## config.mk

```make
export PLATFORM = sky130hd
export DESIGN_NAME = bram_stream_reader
export DESIGN_NICKNAME = d
export VERILOG_FILES = /design/src/rtl/bram_reader_pkg.sv /design/src/rtl/bram_skid_fifo.sv /design/src/rtl/bram_stream_reader.sv
export SDC_FILE = /design/constraint.sdc
export NUM_CORES = 1
export LEC_CHECK = 0
export ABC_AREA = 1
export BUFFER_PORTS_ARGS = -buffer_cell sky130_fd_sc_hd__buf_2
export CAP_MARGIN = 5
export CELL_PAD_IN_SITES_DETAIL_PLACEMENT = 0
export CELL_PAD_IN_SITES_GLOBAL_PLACEMENT = 1
export CORE_MARGIN = 2
export CORE_UTILIZATION = 40
export CTS_BUF_LIST = sky130_fd_sc_hd__clkbuf_4
export DETAILED_ROUTE_END_ITERATION = 10
export PLACE_DENSITY = 0.8
export SLEW_MARGIN = 40
export SYNTH_ARGS = -nofsm -noshare
export SYNTH_HDL_FRONTEND = slang
export SYNTH_SLANG_ARGS = --single-unit
```

## constraint.sdc

```tcl
create_clock -name clk -period 3.35 [get_ports clk]
set_input_delay 0.8375 -clock clk [delete_from_list [all_inputs] [get_ports clk]]
set_output_delay 0.8375 -clock clk [all_outputs]
set_load 0.02 [all_outputs]
```

## src/rtl/bram_reader_pkg.sv

```systemverilog
`default_nettype none
`timescale 1ns/1ps
// ============================================================================
// Module      : bram_reader_pkg
// Description : Shared types and width helpers for the BRAM stream reader.
//               - state_t    : reader FSM states (IDLE, RUN, DRAIN)
//               - FIFO_DEPTH : depth of the output skid FIFO
//               - CNT_W      : width of the FIFO occupancy count
//               - addr_w/len_w/data_w : port widths derived from DEPTH/WIDTH
// Revision    : 1.0 - initial release
// ============================================================================
package bram_reader_pkg;

  typedef enum logic [1:0] {
    ST_IDLE  = 2'd0,
    ST_RUN   = 2'd1,
    ST_DRAIN = 2'd2
  } state_t;

  localparam int FIFO_DEPTH = 2;
  localparam int CNT_W      = 2;

  // RAM address width for a given DEPTH setting.
  function automatic int addr_w(input int depth);
    return 12 + depth;
  endfunction

  // Word-count width: one bit wider than the address so that a full sweep
  // of the RAM (2^addr_w words) is representable.
  function automatic int len_w(input int depth);
    return 13 + depth;
  endfunction

  // RAM word width for a given WIDTH setting.
  function automatic int data_w(input int width);
    return 8 << width;
  endfunction

endpackage
`default_nettype wire

```

## src/rtl/bram_skid_fifo.sv

```systemverilog
`default_nettype none
`timescale 1ns/1ps
// ============================================================================
// Module      : bram_skid_fifo
// Description : 2-entry synchronous FIFO absorbing the RAM read latency so the
//               stream can stall without losing words. The head entry is a
//               plain register, so head data is stable until popped.
// Ports       : clk, rst_n (async, active-low)
//               flush      - empties the FIFO (wins over push/pop)
//               push/push_data - write one word
//               pop        - remove the head word (only when count != 0)
//               count      - current occupancy (0..2)
//               head       - head word
// Revision    : 1.0 - initial release
// ============================================================================
module bram_skid_fifo
  import bram_reader_pkg::*;
#(
  parameter int DATA_W = 8
) (
  input  logic              clk,
  input  logic              rst_n,
  input  logic              flush,
  input  logic              push,
  input  logic [DATA_W-1:0] push_data,
  input  logic              pop,
  output logic [CNT_W-1:0]  count,
  output logic [DATA_W-1:0] head
);

  logic [CNT_W-1:0]  r_count;
  logic [DATA_W-1:0] r_data0;  // head slot
  logic [DATA_W-1:0] r_data1;  // second slot

  // Shift-register organisation: entries always advance toward slot 0, so
  // the head is read directly from r_data0 without a read pointer.
  always_ff @(posedge clk or negedge rst_n) begin
    if (!rst_n) begin
      r_count <= '0;
      r_data0 <= '0;
      r_data1 <= '0;
    end else if (flush) begin
      r_count <= '0;
    end else begin
      unique case ({push, pop})
        2'b10: begin
          if (r_count == '0) begin
            r_data0 <= push_data;
          end else begin
            r_data1 <= push_data;
          end
          if (r_count < CNT_W'(FIFO_DEPTH)) begin
            r_count <= r_count + CNT_W'(1);
          end
        end
        2'b01: begin
          r_data0 <= r_data1;
          r_count <= r_count - CNT_W'(1);
        end
        2'b11: begin
          // Occupancy unchanged; head advances and the new word lands behind it.
          if (r_count == CNT_W'(1)) begin
            r_data0 <= push_data;
          end else begin
            r_data0 <= r_data1;
            r_data1 <= push_data;
          end
        end
        default: begin
        end
      endcase
    end
  end

  assign count = r_count;
  assign head  = r_data0;

endmodule
`default_nettype wire

```

## src/rtl/bram_stream_reader.sv

```systemverilog
`default_nettype none
`timescale 1ns/1ps
// ============================================================================
// Module      : bram_stream_reader
// Description : Sequential read engine on the read port of a block RAM with a
//               fixed one-cycle read latency. Streams length words starting at
//               start_addr as a valid/ready stream, one word per clock, with
//               lossless backpressure through a 2-entry output FIFO.
// Ports       : clk, rst_n (async, active-low)
//               start, start_addr, length - transfer request (IDLE only)
//               abort      - cancel at once, no done pulse
//               busy, done - status; done pulses one cycle after last pop
//               raddr, rval - RAM read address / read data
//               out_data, out_valid, out_ready - output stream
//               loop       - restart the pass seamlessly at its end
//                            (only with BRAM_READER_LOOP_EN defined)
// Config      : BRAM_READER_LOOP_EN - adds the loop input and looping.
// Revision    : 1.0 - initial release
// ============================================================================
module bram_stream_reader
  import bram_reader_pkg::*;
#(
  parameter int WIDTH = 0,
  parameter int DEPTH = 1
) (
  input  logic                        clk,
  input  logic                        rst_n,
  input  logic                        start,
  input  logic [addr_w(DEPTH)-1:0]    start_addr,
  input  logic [len_w(DEPTH)-1:0]     length,
  input  logic                        abort,
  output logic                        busy,
  output logic                        done,
  output logic [addr_w(DEPTH)-1:0]    raddr,
  input  logic [data_w(WIDTH)-1:0]    rval,
  output logic [data_w(WIDTH)-1:0]    out_data,
  output logic                        out_valid,
  input  logic                        out_ready
`ifdef BRAM_READER_LOOP_EN
  ,
  input  logic                        loop
`endif
);

  localparam int AW = addr_w(DEPTH);
  localparam int LW = len_w(DEPTH);
  localparam int DW = data_w(WIDTH);

  state_t            r_state;
  logic [AW-1:0]     r_addr;
  logic [LW-1:0]     r_remaining;
  logic              r_inflight;
  logic              r_busy;
  logic              r_done;
`ifdef BRAM_READER_LOOP_EN
  logic [AW-1:0]     r_start_addr;
  logic [LW-1:0]     r_length;
`endif

  logic [CNT_W-1:0]  w_count;
  logic              w_pop;
  logic              w_issue;
  logic [2:0]        w_credit;

  // --------------------------------------------------------------------------
  // Output FIFO. Every word issued to the RAM arrives one cycle later while
  // r_inflight is set; that is the only time rval is captured.
  // --------------------------------------------------------------------------
  bram_skid_fifo #(
    .DATA_W (DW)
  ) u_fifo (
    .clk       (clk),
    .rst_n     (rst_n),
    .flush     (abort),
    .push      (r_inflight),
    .push_data (rval),
    .pop       (w_pop),
    .count     (w_count),
    .head      (out_data)
  );

  assign out_valid = (w_count != '0);
  assign w_pop     = out_valid & out_ready;

  // Words already committed (buffered + in flight) after this cycle's pop.
  // Allowing an issue only when at most one is committed guarantees the new
  // word has a free slot when it arrives, while still sustaining 1 word/clk.
  assign w_credit = {1'b0, w_count} + {2'b00, r_inflight} - {2'b00, w_pop};
  assign w_issue  = (r_state == ST_RUN) && !abort && (w_credit <= 3'd1);

  // --------------------------------------------------------------------------
  // Control FSM
  // --------------------------------------------------------------------------
  always_ff @(posedge clk or negedge rst_n) begin
    if (!rst_n) begin
      r_state      <= ST_IDLE;
      r_addr       <= '0;
      r_remaining  <= '0;
      r_inflight   <= 1'b0;
      r_busy       <= 1'b0;
      r_done       <= 1'b0;
`ifdef BRAM_READER_LOOP_EN
      r_start_addr <= '0;
      r_length     <= '0;
`endif
    end else begin
      r_done     <= 1'b0;
      r_inflight <= w_issue;
      if (abort) begin
        r_state <= ST_IDLE;
        r_busy  <= 1'b0;
      end else begin
        unique case (r_state)
          ST_IDLE: begin
            if (start) begin
              if (length != '0) begin
                r_addr       <= start_addr;
                r_remaining  <= length;
                r_state      <= ST_RUN;
                r_busy       <= 1'b1;
`ifdef BRAM_READER_LOOP_EN
                r_start_addr <= start_addr;
                r_length     <= length;
`endif
              end else begin
                // Empty transfer completes immediately without going busy.
                r_done <= 1'b1;
              end
            end
          end

          ST_RUN: begin
            if (w_issue) begin
              r_addr      <= r_addr + AW'(1);
              r_remaining <= r_remaining - LW'(1);
              if (r_remaining == LW'(1)) begin
`ifdef BRAM_READER_LOOP_EN
                // Reload on the final issue so the next pass's first address
                // goes out on the very next cycle: no bubble at the seam.
                if (loop) begin
                  r_addr      <= r_start_addr;
                  r_remaining <= r_length;
                end else
`endif
                r_state <= ST_DRAIN;
              end
            end
          end

          ST_DRAIN: begin
            if ((w_count == '0) && !r_inflight && !w_pop) begin
              r_state <= ST_IDLE;
              r_busy  <= 1'b0;
              r_done  <= 1'b1;
            end
          end

          default: begin
            r_state <= ST_IDLE;
            r_busy  <= 1'b0;
          end
        endcase
      end
    end
  end

  assign raddr = r_addr;
  assign busy  = r_busy;
  assign done  = r_done;

endmodule
`default_nettype wire

```

* Yosys cells after proc, flatten, opt, wreduce, memory -nomap -nowiden
Index checks and enable logic that the tools add are counted.
Word-level totals: register bits after elaboration 50, latch bits 0, RAM bits 0, ROM bits 0, bits of input ports 40, output and inout port bits 24, word-level logic and storage cells 94, memories kept 0
Operators by class: $add $sub $neg 6, $mul 0, divide/modulo/power cells 0, $lt $le $gt $ge 2, equal/unequal tests 20, shift-type cells 0, mux-type cells 34, bitwise operators 2, reductions and logical operators 21
Operators with widths (number):
- two-way mux 14 bit | 3
- two-way mux 13 bit | 3
- two-way mux 8 bit | 4
- one-hot mux 14 bit (2 select lines) | 1
- one-hot mux 13 bit (2 select lines) | 1
- one-hot mux 8 bit (3 select lines) | 1
- two-way mux 2 bit | 8
- one-hot mux 8 bit (2 select lines) | 1
- == test 14 x 1 -> 1 bit, second input constant | 1
- != test 2 bit, second input constant | 7
- nonzero test 14 bit | 1
- subtractor 14 x 1 -> 14 bit, second input constant | 1
- adder 13 x 1 -> 13 bit, second input constant | 1
- != test 3 bit, second input constant | 4
- AND reduction 5 bit | 2
- two-way mux 1 bit | 8
- AND reduction 4 bit | 2
- == test 2 x 1 -> 1 bit, second input constant | 3
- == test 2 bit, second input constant | 3
- != test 3 x 2 -> 1 bit, second input constant | 2
- one-hot mux 2 bit (3 select lines) | 1
- nonzero test 2 bit | 3
- nonzero test 3 bit | 2
- logical AND 1 bit | 4
- other kinds (15) | 18

* Longest topological paths before layout
Gate-level depths: netlist of run 1.
depth after elaboration 8, gate-level depth with buffers 17

* Cells and area by module
Synthesis of run 1 repeated with hierarchy kept, for this count alone.
Unflattened totals: cell total of the unflattened synthesis 509, area total of the unflattened synthesis 3385.7 sq um
By module, submodules not included:
- bram_stream_reader | instances 1, cells each 384, area an instance 2393.5 sq um, seq. area each 800.8 sq um
- bram_skid_fifo | instances 1, cells each 125, area an instance 992.2 sq um, seq. area each 450.4 sq um

* Worst setup path before layout of run 1
Ideal clock, no wire load.
path kind input-to-reg, from input out_ready, to register r_remaining[12], library setup time 0.123 ns, data arrival time 2.619 ns, setup slack 0.608 ns, cell stages on the path 16, cells stage by stage inv_1 -> nor2_1 -> xor2_1 -> ha_1 -> inv_1 -> fa_1 -> inv_1 -> nand2_1 -> nand3_1 -> nor2_4 -> or2_4 -> nand2_4 -> inv_4 -> buf_6 -> nand2_1 -> nand2_1
Between the ends: word-level cells in the longest chain between the ends 6
Ends and longest elaborated chain:
- start, declared | line bram_stream_reader.sv:38 | input logic out_ready
- AND 1 bit | line bram_stream_reader.sv:83 | assign w_pop = out_valid & out_ready;
- subtractor 3 x 1 -> 3 bit | line bram_stream_reader.sv:88 | assign w_credit = {1'b0, w_count} + {2'b00, r_inflight} - {2'b00, w_pop};
- <= comparator 3 x 1 -> 1 bit | line bram_stream_reader.sv:89 | assign w_issue = (r_state == ST_RUN) && !abort && (w_credit <= 3'd1);
- logical AND 1 bit | line bram_stream_reader.sv:89
- net w_issue | line bram_stream_reader.sv:62 | logic w_issue;
- != test 2 bit (no line)
- AND reduction 5 bit (no line)
- end signal, assigned | line bram_stream_reader.sv:118 | r_remaining <= length;
- end signal, assigned | line bram_stream_reader.sv:135 | r_remaining <= r_remaining - LW'(1);
- end, declared | line bram_stream_reader.sv:51 | logic [LW-1:0] r_remaining;
The timed path passes the listed nets, and every way through them passes these cells. A chain may end at the register's enable or synchronous reset.

* Worst setup path after layout of run 1
from register u_fifo.r_count[1] (netlist: u_fifo.count[1]), to register r_addr[10] (netlist: raddr[10])
Between the ends: word-level cells in the longest chain between the ends 7
Ends and longest elaborated chain:
- start, declared | line bram_skid_fifo.sv:31 | logic [CNT_W-1:0] r_count;
- start signal, assigned | line bram_skid_fifo.sv:53 | r_count <= r_count + CNT_W'(1);
- start signal, assigned | line bram_skid_fifo.sv:58 | r_count <= r_count - CNT_W'(1);
- parallel branches: the longest is 2 deep, another holds adder 2 x 1 -> 3 bit
- subtractor 3 x 1 -> 3 bit * | line bram_stream_reader.sv:88
- <= comparator 3 x 1 -> 1 bit * | line bram_stream_reader.sv:89
- logical AND 1 bit * | line bram_stream_reader.sv:89
- net w_issue | line bram_stream_reader.sv:62
- != test 2 bit (no line) *
- AND reduction 5 bit (no line) *
- end signal, assigned | line bram_stream_reader.sv:117 | r_addr <= start_addr;
- end signal, assigned | line bram_stream_reader.sv:134 | r_addr <= r_addr + AW'(1);
- end, declared | line bram_stream_reader.sv:50 | logic [AW-1:0] r_addr;
Mark *: on every way through the listed nets, which the timed path passes.

==> results of run 1 <==
-- report_power, final --
group | internal, uW | switching (uW) | total (uW)
Sequential | 879 | 263 | 1140
Clock | 90.7 | 226 | 317
Combinational | 617 | 1220 | 1840
-- state kept, by name, summed over array words and instances, names as in the netlist --
signal / cells
busy: 1
done: 1
r_inflight: 1
r_remaining: 14
r_state: 2
raddr: 13
u_fifo.count: 2
u_fifo.head: 8
u_fifo.r_data1: 8
-- cell usage in the layout (no fill, tap or decap), types with 5 or more instances in the layout --
cell | synthesis | layout
nand3_1 | 30 | 30
nor2_1 | 45 | 45
buf_2 | 0 | 63
ha_1 | 6 | 6
o21ai_0 | 36 | 36
nand4_1 | 8 | 8
inv_1 | 52 | 52
a21oi_1 | 5 | 5
clkbuf_4 | 0 | 5
dfrtp_1 | 50 | 50
nand2_1 | 158 | 158
o21ai_2 | 9 | 9
o211ai_1 | 8 | 8
-- per-layer routing --
metal | wire, um | share of wire [%] | vias up
li1 | - | - | 1564
met1 | 3850 | 49 | 1378
met2 | 3610 | 46 | 56
met3 | 301 | 3.8 | 8
met4 | 99 | 1.3 | 0
met5 | 0 | 0 | -
-- per-stage QoR --
stage	cells	setup WS, ps	total power (uW)
2_1_floorplan	454	608	2550
3_3_place_gp	609	334	2970
3_5_place_dp	609	266	3000
4_1_cts	617	393	3330
5_1_grt	617	160	3640
6_report	617	405	3300
-- cells by family after synthesis --
group           share of synthesized area [%]
xor+xnor                                 1.11
fa+ha+maj                                3.00
simple gates                             33.9
buf+inv                                  9.29
compound gates                           12.9
mux                                     0.316
flops                                    39.5
-- area by class of cell --
class	count	area, um^2
fill	839	4080
multi-input combinational	336	1620
sequential	50	1250
timing repair buffer	66	338
inverter	55	211
tap	102	128
clock buffer	5	37.5
clock inverter	3	26.3
-- path summary, 6_finish.rpt --
kind                       slack (ps)            start        endpoint
setup / recovery                  400  u_fifo.count[1]       raddr[10]
min in group clk                  510             busy            busy
max in group asynchronous        2240            rst_n  r_remaining[0]
setup reg to reg                  400  u_fifo.count[1]       raddr[10]
hold / removal                    470            rst_n  u_fifo.head[7]
hold reg to reg                   510             busy            busy
==> metrics.csv, run 1 <==
metric;value;unit
outcome;completed;
yosysSeqAreaShare;39.5;%
clk_pin_slew_worst_paths;180;ps
worst_pin_slew;689;ps
synthDominantCellAreaShare;39.5;%
worst_path_max_delay_cell;fa_1;
die_h;93.0;um
final.setup_skew;17.4;ps
dr.pass1.iters;4;
synth_ff_type;dfrtp_1;
ir_drop;0.338;mV
drive_gt1_share;18.4;%
cp.arrival;3260;ps
synthCells;454;
drtAntennaViolNets;0;
power.density;913;mW/mm^2
ff2ff_path_depth;14;
h-tree-depth;2;
p_leak;0.00196;uW
maxSlewHeadroom;54.0;%
gp_congestion;0.831;
worstSetupPathType;reg -> reg;
ys_ff_latch;50;
yosys_warnings;0;
synth_nets;501;
synth.area.top_cells;dfrtp_1 40%, nand2_1 19%, inv_1 6.2%, o21ai_0 5.7%, nor2_1 5.3%;
core-area;0.00769;mm^2
synth_cell_types;35;
cts_buffers;5;
grt_pass1_wl;13100;um
cts_root_buffer;clkbuf_4;
fp.dieW;93.0;um
antenna_found_initial;0;
slew_violations;0;
rsz0062_at_grt;no;
wl_per_cell;12.8;um
place_area;0.00355;mm^2
grt_pass1_vias;2819;
rows;32;
drt_iter0_markers;101;
io_buffers;63;
grt_util_met3;3.42;%
crit_family;adder cells;
max_freq;0.340;GHz
dieArea;0.00864;mm^2
crit_buf_inv;3;
routed_wl;7870;um
syn-cell-area;0.00317;mm^2
grt_max_degree;37;
grt.total_usage;18.9;%
top_usage_layer;met2;
antenna_cells;0;
dr_total_vias;3006;
hold_class;in -> async;
hold_viol;0;
cp_cell_sequence;inv_1, ha_1, nor2_1, xor2_1, ha_1, inv_1, fa_1, nand3_1, nor2_4, or2_4, nand2_4, inv_4, nand2_1, o21ai_2;
cp_num_cells;14;
cts_buffer_depth;2;
grt.met1_usage;25.9;%
tns;0;ps
worstSetupEndpointType;flip-flop;
period_minus_slack;2950;ps
cp_max_fo;32;
syn_area_per_cell;6.97;um^2
fin_hold_ws;466;ps
async_flop_share;100;%
post-synth-top-area-cell;dfrtp_1;
initial_utilization;41.2;%
worst_ep_required_time;3670;ps
max_cap_viol_count;0;
startpoint_type;flip-flop;
ios;64;
clock-sinks;50;
setup_viol;0;
stdcell_area;0.00361;mm^2
postCtsSetupRepairBufs;0;
grt-ovfl-total;0;
clock_latency;390;ps
synth-edff-count;0;
slowest_delay;480;ps
grt_use_met2;30.8;%
dpl.hpwl;5730;um
period_share;87.9;%
cts_tree;done;
final_nets;561;
drc;0;
cts_resized;0;
holdBufCountCts;0;
ys_top_cells_by_count;158 x nand2_1, 52 x inv_1, 50 x dfrtp_1;
via_per_inst;4.87;
yosys.cell_count.top_type;nand2_1;
syn_to_final_growth;14.1;%
final_util;47.0;%
Note: power is estimated with default switching activity, not from simulation.
==> run 2: changes to the inputs <==
--- a/config.mk
+++ b/config.mk
@@ -11,10 +11,9 @@
 export CELL_PAD_IN_SITES_DETAIL_PLACEMENT = 0
 export CELL_PAD_IN_SITES_GLOBAL_PLACEMENT = 1
 export CORE_MARGIN = 2
-export CORE_UTILIZATION = 40
-export CTS_BUF_LIST = sky130_fd_sc_hd__clkbuf_4
+export CORE_UTILIZATION = 39
 export DETAILED_ROUTE_END_ITERATION = 10
-export PLACE_DENSITY = 0.8
+export PLACE_DENSITY = 0.78
 export SLEW_MARGIN = 40
 export SYNTH_ARGS = -nofsm -noshare
 export SYNTH_HDL_FRONTEND = slang
==> constraint.sdc (replaced) <==
create_clock -name clk -period 3.05 [get_ports clk]
set_input_delay 0.7625 -clock clk [delete_from_list [all_inputs] [get_ports clk]]
set_output_delay 0.7625 -clock clk [all_outputs]
set_load 0.02 [all_outputs]
==> run 2 against run 1 <==
Against the previous run: total power up 16%; sequential share of layout area down 0.87 points; global-route usage fell by 0.25 points; via count fell by 1.6%; sequential power increased by 9.6%; non-clock buffer count rose by 2; setup slack lost 110 ps; combinational power rose by 13%; worst hold slack got worse by 50 ps.
==> metrics.csv, run 2 (same netlist as run 1, synthesis figures left out) <==
metric;value;unit
outcome;completed;
via_per_inst;4.78;
syn_to_final_growth;17.0;%
h-tree-depth;2;
drive_gt1_share;19.0;%
fin_hold_ws;416;ps
hold_viol;0;
cts_buffers;5;
startpoint_type;flip-flop;
worst_pin_slew;589;ps
grt.total_usage;18.7;%
tns;0;ps
wl_per_cell;12.3;um
dieArea;0.00885;mm^2
core-area;0.00781;mm^2
worst_ep_required_time;3250;ps
top_layer_used;met4;
cp_max_fo;14;
p_leak;0.00199;uW
cts_root_buffer;clkbuf_8;
power.density;1030;mW/mm^2
grt_pass1_wl;13100;um
dpl.hpwl;5530;um
dr.pass1.iters;4;
grt-ovfl-total;0;
ir_drop;0.392;mV
period_minus_slack;2760;ps
maxSlewHeadroom;60.4;%
final_nets;563;
die_h;94.1;um
worstSetupPathType;reg -> reg;
hold_class;in -> async;
cp.arrival;2960;ps
wl_met2;3380;um
max_freq;0.363;GHz
top_register;r_remaining;
rows;32;
cts_tree;done;
wl_met1;3810;um
drt_iter0_markers;124;
gp_congestion;0.872;
drtAntennaViolNets;0;
antenna_cells;0;
layout_commonest_cell;nand2_1;
clock-sinks;50;
grt_max_degree;51;
dr_total_vias;2959;
holdBufCountCts;0;
antenna_found_initial;0;
final.setup_skew;10.4;ps
mostFrequentLayoutCells;158 x nand2_1, 63 x buf_2, 52 x inv_1;
wl_met3;266;um
clk_pin_slew_worst_paths;100;ps
clock_latency;310;ps
cts_buffer_depth;2;
grt_pass1_vias;2774;
slew_violations;0;
max_cap_viol_count;0;
nFillCells;833;
drc;0;
io_buffers;63;
rsz0062_at_grt;no;
ios;64;
fp.dieW;94.1;um
initial_utilization;40.5;%
largest_register_ffs;14;
routed_wl;7600;um
period_share;90.4;%
setup_viol;0;
worstSetupEndpointType;flip-flop;
==> run 2: cell count changes in the layout (fill, tap and decap cells not counted) <==
cell	before	now
bufinv_16	0	1
nor2_1	45	44
nor2_2	0	1
clkbuf_8	0	5
buf_12	0	2
inv_6	3	0
clkinvlp_4	0	2
clkbuf_4	5	0
==> run 2: area by class of cell <==
class / instances / area [um^2] / share of cell area, %
timing repair buffer: 68 / 378 / 10.2
clock buffer: 5 / 68.8 / 1.86
inverter: 55 / 211 / 5.71
clock inverter: 3 / 45.0 / 1.22
tap: 102 / 128 / 3.44
multi-input combinational: 336 / 1620 / 43.8
sequential: 50 / 1250 / 33.8
==> run 2: worst max-delay path, stage by stage (launching register included) <==
cell	delay, ps
dfrtp_1	440
inv_1	120
ha_1	230
nor2_2	190
xor2_1	170
ha_1	150
inv_1	50
fa_1	480
nand3_1	140
nor2_4	110
or2_4	120
nand2_4	60
buf_4	190
o21ai_1	140
nand2_1	60
==> run 2: what timing repair did <==
item / 4_1_cts / 5_1_grt
gates resized for setup: 0 / 1
buffers inserted: 0 / 0
setup endpoints to repair: 0 / 7
==> run 2: path summary, 6_finish.rpt <==
kind / slack, ps / startpoint / depth (start not counted) / endpoint
worst min-delay path: 420 / rst_n / 2 / r_remaining[11]
worst max-delay path: 290 / u_fifo.count[1] / 14 / r_remaining[4]
worst min register to register: 490 / busy / 2 / busy
min in group clk: 490 / busy / 2 / busy
worst max register to register: 290 / u_fifo.count[1] / 14 / r_remaining[4]
max in group asynchronous: 2380 / rst_n / 2 / raddr[10]
==> run 2: where the power goes <==
part / switching [uW] / internal (uW)
combinational: 1350 / 728
sequential: 280 / 968
clock: 242 / 244
==> run 2: per-layer routing <==
layer	track usage, %	vias to the layer above
met5	0	-
met4	5.68	0
met3	3.37	10
met2	28.6	48
met1	26.8	1332
li1	-	1569
==> run 2: per-stage QoR <==
step	power, uW	instance area [um^2]	std cells	util [%]	setup slack (ps)
floorplan	2800	3170	454	-	383
global placement	3320	3590	611	46.0	192
detailed placement	3350	3590	611	46.0	134
CTS	3860	3700	619	47.4	222
global route	4220	3700	619	47.5	61.8
finish	3810	3700	619	47.5	294
